$ cat src/rtl/cell_cfg_loader_if.sv
// cell_cfg_loader_if: serial config stream in, committed config bus out
interface cell_cfg_loader_if #(parameter int TOT = 32);
    logic           start;
    logic           sdi;
    logic           sdi_valid;
    logic           sdi_ready;
    logic [TOT-1:0] cfg_out;
    logic           cfg_valid;
    logic           busy;
    logic           done;
    logic           err;
    modport master (output start, sdi, sdi_valid, input sdi_ready, cfg_out, cfg_valid, busy, done, err);
    modport slave  (input start, sdi, sdi_valid, output sdi_ready, cfg_out, cfg_valid, busy, done, err);
endinterface

$ cat src/rtl/cell_cfg_loader.sv
// cell_cfg_loader: bit-serial config loader with even parity and atomic commit
module cell_cfg_loader #(
    parameter int N_CELLS = 4,
    parameter int CFG_W   = 8
) (
    input logic clk,
    input logic clr,
    cell_cfg_loader_if.slave bus
);
    localparam int TOT = N_CELLS * CFG_W;
    localparam int CW  = $clog2(TOT);
    typedef enum logic [1:0] {IDLE, SHIFT, PARITY} state_t;
    state_t         state, nxt;
    logic [TOT-1:0] sh;
    logic [CW-1:0]  cnt;
    logic           par;
    logic           acc;
    logic           last;
    assign acc           = bus.sdi_valid & bus.sdi_ready;
    assign last          = cnt == CW'(TOT - 1);
    assign bus.sdi_ready = state != IDLE;
    assign bus.busy      = state != IDLE;
    always_ff @(posedge clk) begin
        state <= clr ? IDLE : nxt;
    end
    always_comb begin
        nxt = state;
        if (state == IDLE)
            nxt = bus.start ? SHIFT : IDLE;
        else if (acc)
            nxt = state == PARITY ? IDLE : (last ? PARITY : SHIFT);
    end
    // the applied config only changes on a parity pass, so a failed load leaves the cells untouched
    always_ff @(posedge clk) begin
        if (clr) begin
            sh            <= '0;
            cnt           <= '0;
            par           <= 1'b0;
            bus.cfg_out   <= '0;
            bus.cfg_valid <= 1'b0;
            bus.err       <= 1'b0;
            bus.done      <= 1'b0;
        end else begin
            bus.done <= 1'b0;
            if (state == IDLE && bus.start) begin
                sh      <= '0;
                cnt     <= '0;
                par     <= 1'b0;
                bus.err <= 1'b0;
            end
            if (state == SHIFT && acc) begin
                sh  <= {sh[TOT-2:0], bus.sdi};
                par <= par ^ bus.sdi;
                cnt <= last ? cnt : cnt + 1'b1;
            end
            if (state == PARITY && acc) begin
                bus.done <= 1'b1;
                if (bus.sdi == par) begin
                    bus.cfg_out   <= sh;
                    bus.cfg_valid <= 1'b1;
                    bus.err       <= 1'b0;
                end else begin
                    bus.err <= 1'b1;
                end
            end
        end
    end
endmodule

$ cat src/flat_wrapper.sv
// flat-port wrapper written by rule: the top's interface ports become plain ports
module cell_cfg_loader_flat 
#(
    parameter int N_CELLS = 4,
    parameter int CFG_W   = 8
)
  (clk, clr, bus_start, bus_sdi, bus_sdi_valid, bus_sdi_ready, bus_cfg_out, bus_cfg_valid, bus_busy, bus_done, bus_err);
  cell_cfg_loader_if bus_i ();
  input logic clk;
  input logic clr;
  input wire logic [$bits(bus_i.start)-1:0] bus_start;
  input wire logic [$bits(bus_i.sdi)-1:0] bus_sdi;
  input wire logic [$bits(bus_i.sdi_valid)-1:0] bus_sdi_valid;
  output wire logic [$bits(bus_i.sdi_ready)-1:0] bus_sdi_ready;
  output wire logic [$bits(bus_i.cfg_out)-1:0] bus_cfg_out;
  output wire logic [$bits(bus_i.cfg_valid)-1:0] bus_cfg_valid;
  output wire logic [$bits(bus_i.busy)-1:0] bus_busy;
  output wire logic [$bits(bus_i.done)-1:0] bus_done;
  output wire logic [$bits(bus_i.err)-1:0] bus_err;
  assign bus_i.start = bus_start;
  assign bus_i.sdi = bus_sdi;
  assign bus_i.sdi_valid = bus_sdi_valid;
  assign bus_sdi_ready = bus_i.sdi_ready;
  assign bus_cfg_out = bus_i.cfg_out;
  assign bus_cfg_valid = bus_i.cfg_valid;
  assign bus_busy = bus_i.busy;
  assign bus_done = bus_i.done;
  assign bus_err = bus_i.err;
  cell_cfg_loader #(.N_CELLS(N_CELLS), .CFG_W(CFG_W)) u_core (.clk(clk), .clr(clr), .bus(bus_i));
endmodule
$ cat config.mk
export PLATFORM = sky130hd
export DESIGN_NAME = cell_cfg_loader_flat
export DESIGN_NICKNAME = d
export VERILOG_FILES = /design/src/rtl/cell_cfg_loader_if.sv /design/src/rtl/cell_cfg_loader.sv /design/src/flat_wrapper.sv
export SDC_FILE = /design/constraint.sdc
export NUM_CORES = 1
export LEC_CHECK = 0
export BUFFER_PORTS_ARGS = -buffer_cell sky130_fd_sc_hd__buf_2
export CAP_MARGIN = 15
export CORE_MARGIN = 4
export CORE_UTILIZATION = 56
export CTS_CLUSTER_SIZE = 16
export DETAILED_ROUTE_END_ITERATION = 10
export PLACE_DENSITY = 0.77
export SLEW_MARGIN = 20
export SYNTH_ARGS = -nofsm -noshare
export SYNTH_HDL_FRONTEND = slang
export SYNTH_SLANG_ARGS = --single-unit
$ cat constraint.sdc
create_clock -name clk -period 1.95 [get_ports clk]
set_input_delay 0.39 -clock clk [delete_from_list [all_inputs] [get_ports clk]]
set_output_delay 0.39 -clock clk [all_outputs]
set_load 0.01 [all_outputs]
==> impl_metrics.env, run 1 <==
export IMPL_outcome="finished, final reports clean"
export IMPL_drt_total_wl_um=6130
export IMPL_syn_inst=351
export IMPL_start_util=0.581
export IMPL_grtUsageTotal=0.203
export IMPL_setup_tns_final_ns=0
export IMPL_syn_to_final_growth_pct=14.7
export IMPL_syn_area_per_cell_um2=8.51
export IMPL_setup_viol=0
export IMPL_crit_arrival_ns=2.08
export IMPL_synth_edf_count=0
export IMPL_std_cell_rows=26
export IMPL_fmax_ghz=0.546
export IMPL_min_path_type="primary input to flop"
export IMPL_cts_clk_slew_worst_paths_ns=0.07
export IMPL_ys_seq_elements=75
export IMPL_tightest_slew_ns=0.400
export IMPL_irDropWorstVdd_v=0.000437
export IMPL_fp_coreArea_um2=5140
export IMPL_ys_async_sr_fraction=0
export IMPL_ys_seq_area_frac=0.503
export IMPL_slew_viol_final=0
export IMPL_cts_tree="built"
export IMPL_port_buffers=41
export IMPL_leakage_nw=1.25
export IMPL_drt_iter0_markers=186
export IMPL_seqCellArea_um2=1500
export IMPL_clk_latency_ns=0.34
export IMPL_layout_common_cells="75 x dfxtp_1, 70 x a21oi_1, 41 x buf_2"
export IMPL_die_area_um2=6570
export IMPL_firstDrtPassIters=5
export IMPL_htreeDepth=3
export IMPL_syn_area_um2=2990
export IMPL_pwr_share_seq=0.538
export IMPL_post_route_period_util=0.940
export IMPL_period_minus_slack_ns=1.83
export IMPL_hpwl_um=3990
export IMPL_maxSlewHeadroom=0.733
export IMPL_cts_buffers=9
export IMPL_power_frac_clock=0.405
export IMPL_drc=0
export IMPL_synth_nets=358
export IMPL_power_density_nw_per_um2=838
export IMPL_rsz0062_at_grt="false"
export IMPL_num_vias=2569
export IMPL_fill_cells=453
export IMPL_post_cts_resized=0
export IMPL_die_w_um=81.0
export IMPL_cts_sinks=75
export IMPL_combPwrFrac=0.057
export IMPL_switchingPower_w=0.000663
export IMPL_pin_count=42
export IMPL_dominantRegCellSynth="dfxtp_1"
export IMPL_path_class="flop to flop"
export IMPL_synth_distinct_cells=34
export IMPL_antenna_cells=0
export IMPL_final_layout_size_suffix_gt1_frac=0.211
export IMPL_ys_warn_count=0
export IMPL_avgRoutedWirePerCell_um=13.4
export IMPL_place_congestion=0.756
export IMPL_grt_max_degree=34
export IMPL_required_ns=2.20
export IMPL_switching_share=0.231
export IMPL_intPower_w=0.00221
export IMPL_grt_pass1_wl_um=10400
export IMPL_worst_clock_skew_ns=0.00851
export IMPL_cts_root_buf="clkbuf_8"
export IMPL_antenna_found_initial=0
export IMPL_grt_pass1_vias=2290
export IMPL_hold_buffers=0
export IMPL_vias_per_cell=5.60
export IMPL_worstPathMaxFanout=6
export IMPL_layout_commonest_cell="dfxtp_1"
export IMPL_clock_path_buffers=2
export IMPL_die_height_um=81.0
export IMPL_endpoint_kind="flop"
export IMPL_drv_cap=0
export IMPL_fin_nets=391
export IMPL_multi_input_area_um2=1280
export IMPL_hold_violations=0
export IMPL_cp_start_kind="flop"
export IMPL_drtAntennaViolNets=0
export IMPL_grt_overflow_total=0
export IMPL_post_cts_buffers=0
export IMPL_power_w=0.00287
-- through the flow --
stage	util	std cells	hold WS (ns)	instance area [um^2]	worst slack (ns)
after global placement	0.629	443	0.449	3230	0.201
after detailed placement	0.629	443	0.459	3230	0.147
after global routing	0.667	459	0.418	3430	0.0395
after floorplan	-	351	0.440	2990	0.250
after CTS	0.667	459	0.382	3430	0.131
final	0.667	459	0.398	3430	0.118
-- worst max-delay path, cell delays in order (launching register included) --
cell,delay [ns]
dfxtp_1,0.35
ha_1,0.23
and3_1,0.19
ha_1,0.21
and4bb_4,0.38
a41oi_1,0.14
a311oi_2,0.24
-- Yosys cell counts, types with 3 or more instances --
cell	count	area share
o21ai_0	31	0.052
buf_4	4	0.010
a21oi_1	70	0.12
buf_6	4	0.015
clkbuf_1	11	0.014
nand2b_1	4	0.0084
dfxtp_1	75	0.50
inv_1	3	0.0038
o21ai_1	32	0.054
nand2_1	38	0.048
clkbuf_2	5	0.0084
a21oi_2	3	0.0088
nand3_1	37	0.062
buf_2	9	0.015
nor2_1	3	0.0038
-- power by group through the flow --
stage / Clock [W] / Combinational (W) / Sequential, W
6_report: 0.00116 / 0.000162 / 0.00154
5_1_grt: 0.00126 / 0.000179 / 0.00155
4_1_cts: 0.00119 / 0.000163 / 0.00154
3_5_place_dp: 0 / 0.000162 / 0.00158
3_3_place_gp: 0 / 0.000161 / 0.00158
2_1_floorplan: 0 / 0.000134 / 0.00157
-- worst paths after layout --
| check | startpoint | endpoint | slack, ns | cells past startpoint |
|---|---|---|---|---|
| worst max-delay path | u_core.cnt[0] | u_core.cnt[3] | 0.12 | 6 |
| worst min register to register | u_core.sh[29] | u_core.sh[30] | 0.47 | 2 |
| worst max register to register | u_core.cnt[0] | u_core.cnt[3] | 0.12 | 6 |
| worst min-delay path | bus_sdi | u_core.sh[0] | 0.40 | 3 |
-- state kept, by name (all words and copies together) (netlist names) --
signal and flops:
u_core.bus.err 1, u_core.state 2, u_core.par 1, u_core.sh 32
u_core.cnt 5, u_core.bus.cfg_out 32, u_core.bus.done 1, u_core.bus.cfg_valid 1
-- layout make-up --
class,instances,area share
clock inverters,4,0.0146
clock buffers,12,0.0424
repair buffers,57,0.102
multi-input cells,238,0.374
flip-flops and latches,75,0.438
inverters,3,0.00329
well taps,70,0.0256
-- kinds of logic (layout without fill, tap and decap cells) --
logic type                 count (synthesis)  in the layout  share of synthesized area
AOI/OAI and AO/OA                        142            142                      0.253
xor gates and xnor gates                   2              2                     0.0109
adders and majority gates                  2              2                    0.00838
buffers and inverters                     38             76                     0.0687
DFF                                       75             75                      0.503
muxes                                      1              1                    0.00754
and+or+nand+nor                           91             91                      0.149
-- routing by layer --
metal	up-vias	global-route usage	routed length [um]
met4	0	0.0946	53
li1	1298	-	-
met3	6	0.0333	278
met1	1210	0.264	2850
met5	-	0	0
met2	55	0.329	2950
No activity file was read; power rests on OpenSTA's default activity.
==> run 2, diff against run 1 <==
CORE_UTILIZATION = 45   (was 56)
PLACE_DENSITY = 0.64   (was 0.77)
==> impl_metrics.env, run 2 (same netlist as run 1, synthesis figures left out) <==
export IMPL_cp_num_buf_inv=0
export IMPL_antenna_found_initial=0
export IMPL_firstDrtPassIters=4
export IMPL_start_util=0.468
export IMPL_antenna_cells=0
export IMPL_cts_clk_slew_worst_paths_ns=0.07
export IMPL_hpwl_um=4070
export IMPL_leakage_nw=1.25
export IMPL_drt_total_wl_um=6370
export IMPL_drv_cap=0
export IMPL_cp_slowest_cell="and4bb_4"
export IMPL_fin_nets=390
export IMPL_cts_root_buf="clkbuf_8"
export IMPL_setup_tns_final_ns=0
export IMPL_port_buffers=41
export IMPL_endpoint_kind="flop"
export IMPL_min_path_type="primary input to flop"
export IMPL_worst_clock_skew_ns=0.00747
export IMPL_path_class="flop to flop"
export IMPL_tightest_slew_ns=0.466
export IMPL_avgRoutedWirePerCell_um=13.7
export IMPL_grt_pass1_wl_um=10800
export IMPL_clk_latency_ns=0.34
export IMPL_slew_viol_final=0
export IMPL_final_cells=465
export IMPL_cts_tree="built"
export IMPL_crit_arrival_ns=2.09
export IMPL_drtAntennaViolNets=0
export IMPL_pin_count=42
export IMPL_power_density_nw_per_um2=881
export IMPL_final_layout_size_suffix_gt1_frac=0.209
export IMPL_worstPathMaxFanout=6
export IMPL_rsz0062_at_grt="false"
export IMPL_grt_pass1_vias=2326
export IMPL_grt_overflow_total=0
export IMPL_cp_start_kind="flop"
export IMPL_std_cell_rows=29
export IMPL_syn_to_final_growth_pct=15.1
export IMPL_post_cts_buffers=0
export IMPL_setup_viol=0
export IMPL_required_ns=2.21
export IMPL_reg_top3="u_core.bus.cfg_out x32, u_core.sh x32, u_core.cnt x5"
export IMPL_crit_path_frequent_cell="ha_1"
export IMPL_die_height_um=89.5
export IMPL_cts_sinks=75
export IMPL_period_minus_slack_ns=1.84
export IMPL_grt_max_degree=36
export IMPL_outcome="finished, final reports clean"
export IMPL_maxSlewHeadroom=0.689
export IMPL_num_vias=2555
export IMPL_dp_cells=449
export IMPL_cp_slowest_stage_delay_ns=0.38
export IMPL_grtUsageTotal=0.175
export IMPL_drt_iter0_markers=112
export IMPL_post_route_period_util=0.943
export IMPL_drc=0
export IMPL_layout_commonest_cell="dfxtp_1"
export IMPL_path_cells="ha_1 -> and3_1 -> ha_1 -> and4bb_4 -> a41oi_1 -> a311oi_2"
export IMPL_place_congestion=0.817
export IMPL_post_cts_resized=0
export IMPL_hold_buffers=0
export IMPL_cp_top_family="simple AND/OR/NAND/NOR gates"
export IMPL_die_area_um2=8000
export IMPL_htreeDepth=3
export IMPL_cts_buffers=9
export IMPL_clock_path_buffers=2
export IMPL_vias_per_cell=5.49
export IMPL_fmax_ghz=0.544
export IMPL_hold_violations=0
export IMPL_die_w_um=89.5
export IMPL_irDropWorstVdd_v=0.000468
export IMPL_fp_coreArea_um2=6390
export IMPL_layout_common_cells="75 x dfxtp_1, 70 x a21oi_1, 41 x buf_2"
[run 2: metal layers]
| metal | global-route usage | vias up | share of wire |
|---|---|---|---|
| li1 | - | 1298 | - |
| met1 | 0.220 | 1182 | 0.47 |
| met2 | 0.283 | 60 | 0.46 |
| met3 | 0.0424 | 15 | 0.048 |
| met4 | 0.0839 | 0 | 0.020 |
| met5 | 0 | - | 0 |
[run 2: path summary, 6_finish.rpt]
path                                        endpoint  cells past startpoint                  from  slack (ns)
worst max-delay path                   u_core.cnt[3]                      6         u_core.cnt[0]        0.11
worst min-delay path                    u_core.sh[0]                      3               bus_sdi        0.37
worst max register to register         u_core.cnt[3]                      6         u_core.cnt[0]        0.11
worst min register to register  u_core.bus.cfg_valid                      2  u_core.bus.cfg_valid        0.47
[run 2: through the flow]
step                      total power (W)   util  cell area [um^2]  setup WS (ns)  hold slack (ns)
after detailed placement          0.00175  0.504              3220          0.147            0.454
after CTS                         0.00306  0.538              3440          0.113            0.355
final                             0.00303  0.538              3440          0.111            0.370
after floorplan                   0.00171      -              2990          0.250            0.440
after global placement            0.00175  0.504              3220          0.185            0.449
after global routing              0.00315  0.538              3440         0.0296            0.361
[run 2: cell type report]
| type | instances | area (um^2) |
|---|---|---|
| Sequential cell | 75 | 1500 |
| Clock buffer | 12 | 145 |
| Tap cell | 77 | 96.3 |
| Clock inverter | 4 | 73.8 |
| Inverter | 3 | 11.3 |
| Fill cell | 611 | 2950 |
| Multi-Input combinational cell | 238 | 1280 |
| Timing Repair Buffer | 56 | 330 |
[run 2: report_power, final]
| group | switching, W | total, W | internal [W] |
|---|---|---|---|
| logic | 0.000120 | 0.000171 | 0.0000507 |
| registers | 0.00000926 | 0.00154 | 0.00153 |
| clock network | 0.000557 | 0.00131 | 0.000757 |
| total | 0.000686 | 0.00303 | 0.00234 |
[run 2: tightest hold or removal path: stages]
cell and delay [ns]:
buf_2 0.14, nand2_1 0.08, a21oi_1 0.06
==> run 3, diff against run 2 <==
CORE_UTILIZATION = 35   (was 45)
PLACE_DENSITY = 0.52   (was 0.64)
==> impl_metrics.env, run 3 (same netlist as run 1, synthesis figures left out) <==
export IMPL_pwr_share_seq=0.485
export IMPL_die_height_um=100
export IMPL_cp_start_kind="flop"
export IMPL_setup_tns_final_ns=0
export IMPL_min_delay_start="clr"
export IMPL_post_cts_resized=0
export IMPL_fill_cells=876
export IMPL_num_vias=2493
export IMPL_maxSlewHeadroom=0.737
export IMPL_htreeDepth=3
export IMPL_rr_startpoint="u_core.cnt[0]"
export IMPL_drt_total_wl_um=6680
export IMPL_antenna_found_initial=0
export IMPL_grt_overflow_total=0
export IMPL_cts_buffers=9
export IMPL_power_density_nw_per_um2=912
export IMPL_drt_iter0_markers=95
export IMPL_r2r_cells=6
export IMPL_cts_tree="built"
export IMPL_drv_cap=0
export IMPL_place_congestion=0.809
export IMPL_switchingPower_w=0.000740
export IMPL_required_ns=2.21
export IMPL_cts_root_buf="clkbuf_8"
export IMPL_crit_path_start="u_core.cnt[0]"
export IMPL_worstPathMaxFanout=6
export IMPL_post_route_period_util=0.932
export IMPL_grtUsageTotal=0.138
export IMPL_crit_arrival_ns=2.08
export IMPL_fmax_ghz=0.550
export IMPL_irDropWorstVdd_v=0.000625
export IMPL_final_layout_size_suffix_gt1_frac=0.214
export IMPL_start_util=0.362
export IMPL_endpoint_kind="flop"
export IMPL_dp_cells=477
export IMPL_reg2reg_slack_ns=0.13
export IMPL_firstDrtPassIters=4
export IMPL_port_buffers=41
export IMPL_cts_sinks=75
export IMPL_switching_share=0.233
export IMPL_vias_per_cell=5.06
export IMPL_setup_viol=0
export IMPL_std_cell_rows=33
export IMPL_fin_nets=390
export IMPL_path_class="flop to flop"
export IMPL_power_frac_clock=0.463
export IMPL_post_cts_buffers=0
export IMPL_slew_viol_final=0
export IMPL_clock_path_buffers=2
export IMPL_final_cells=493
export IMPL_hpwl_um=4360
export IMPL_hold_buffers=0
export IMPL_clk_latency_ns=0.35
export IMPL_pin_count=42
export IMPL_die_w_um=100
export IMPL_intPower_w=0.00244
export IMPL_hold_violations=0
export IMPL_timing_rr_end="u_core.cnt[3]"
export IMPL_grt_max_degree=35
export IMPL_outcome="finished, final reports clean"
export IMPL_antenna_cells=0
export IMPL_grt_pass1_wl_um=11300
export IMPL_drc=0
export IMPL_layout_commonest_cell="dfxtp_1"
export IMPL_min_path_type="primary input to flop"
export IMPL_endpoint="u_core.cnt[3]"
export IMPL_rsz0062_at_grt="false"
export IMPL_syn_to_final_growth_pct=16.8
export IMPL_avgRoutedWirePerCell_um=13.6
export IMPL_grt_pass1_vias=2351
export IMPL_layout_common_cells="75 x dfxtp_1, 70 x a21oi_1, 41 x buf_2"
export IMPL_leakage_nw=1.26
export IMPL_reg_top3="u_core.bus.cfg_out x32, u_core.sh x32, u_core.cnt x5"
export IMPL_worst_clock_skew_ns=0.00998
export IMPL_tightest_slew_ns=0.394
export IMPL_period_minus_slack_ns=1.82
export IMPL_combPwrFrac=0.052
export IMPL_fp_coreArea_um2=8260
export IMPL_cts_clk_slew_worst_paths_ns=0.08
export IMPL_die_area_um2=10100
export IMPL_drtAntennaViolNets=0
==> run 3: cell count changes in the layout (fill, tap and decap cells not counted) <==
cell       delta
buf_12        -1
buf_4         +1
bufinv_16     +1
clkbuf_1      -2
clkbuf_8      -1
inv_6         +1
inv_8         +1
==> run 3: layer usage <==
metal  vias to the layer above  share of wire  track usage
li1                       1291              -            -
met1                      1161           0.50        0.186
met2                        34           0.46        0.218
met3                         7          0.034       0.0431
met4                         0         0.0072       0.0311
met5                         -              0            0
==> run 3: how the worst min path moves through the flow <==
stage,endpoint,slack [ns],depth (start not counted)
finish,u_core.cnt[4],0.35,2
global route,u_core.cnt[4],0.35,2
CTS,u_core.cnt[4],0.35,2
detailed placement,u_core.bus.cfg_out[1],0.45,2
global placement,u_core.bus.cfg_valid,0.45,2
floorplan,u_core.bus.cfg_out[31],0.44,2
==> run 3: worst max-delay path, cell delays in order (launching register included) <==
cell and delay (ns):
dfxtp_1 0.35, ha_1 0.22, and3_1 0.18, ha_1 0.21, and4bb_4 0.38, a41oi_1 0.15
a311oi_2 0.25
==> run 3: power groups by stage <==
| stage | clock, W | sequential [W] | combinational (W) |
|---|---|---|---|
| finish | 0.00147 | 0.00154 | 0.000166 |
| global route | 0.00157 | 0.00154 | 0.000184 |
| CTS | 0.00151 | 0.00154 | 0.000169 |
| detailed placement | 0 | 0.00158 | 0.000169 |
| global placement | 0 | 0.00158 | 0.000167 |
| floorplan | 0 | 0.00157 | 0.000134 |
==> run 3: per-stage QoR <==
step	util	instance area [um^2]	hold slack, ns	power [W]	worst slack [ns]
detailed placement	0.393	3240	0.453	0.00175	0.145
CTS	0.423	3490	0.346	0.00322	0.129
global placement	0.393	3240	0.454	0.00175	0.186
floorplan	-	2990	0.440	0.00171	0.250
finish	0.423	3490	0.353	0.00318	0.133
global route	0.423	3490	0.349	0.00330	0.0608
==> run 3: cell type report <==
class	instances	area (um^2)	share of cell area
sequential	75	1500	0.430
multi-input combinational	238	1280	0.367
timing repair buffer	56	318	0.0911
tap	105	131	0.0376
clock buffer	9	124	0.0355
clock inverter	7	124	0.0355
inverter	3	11.3	0.00323
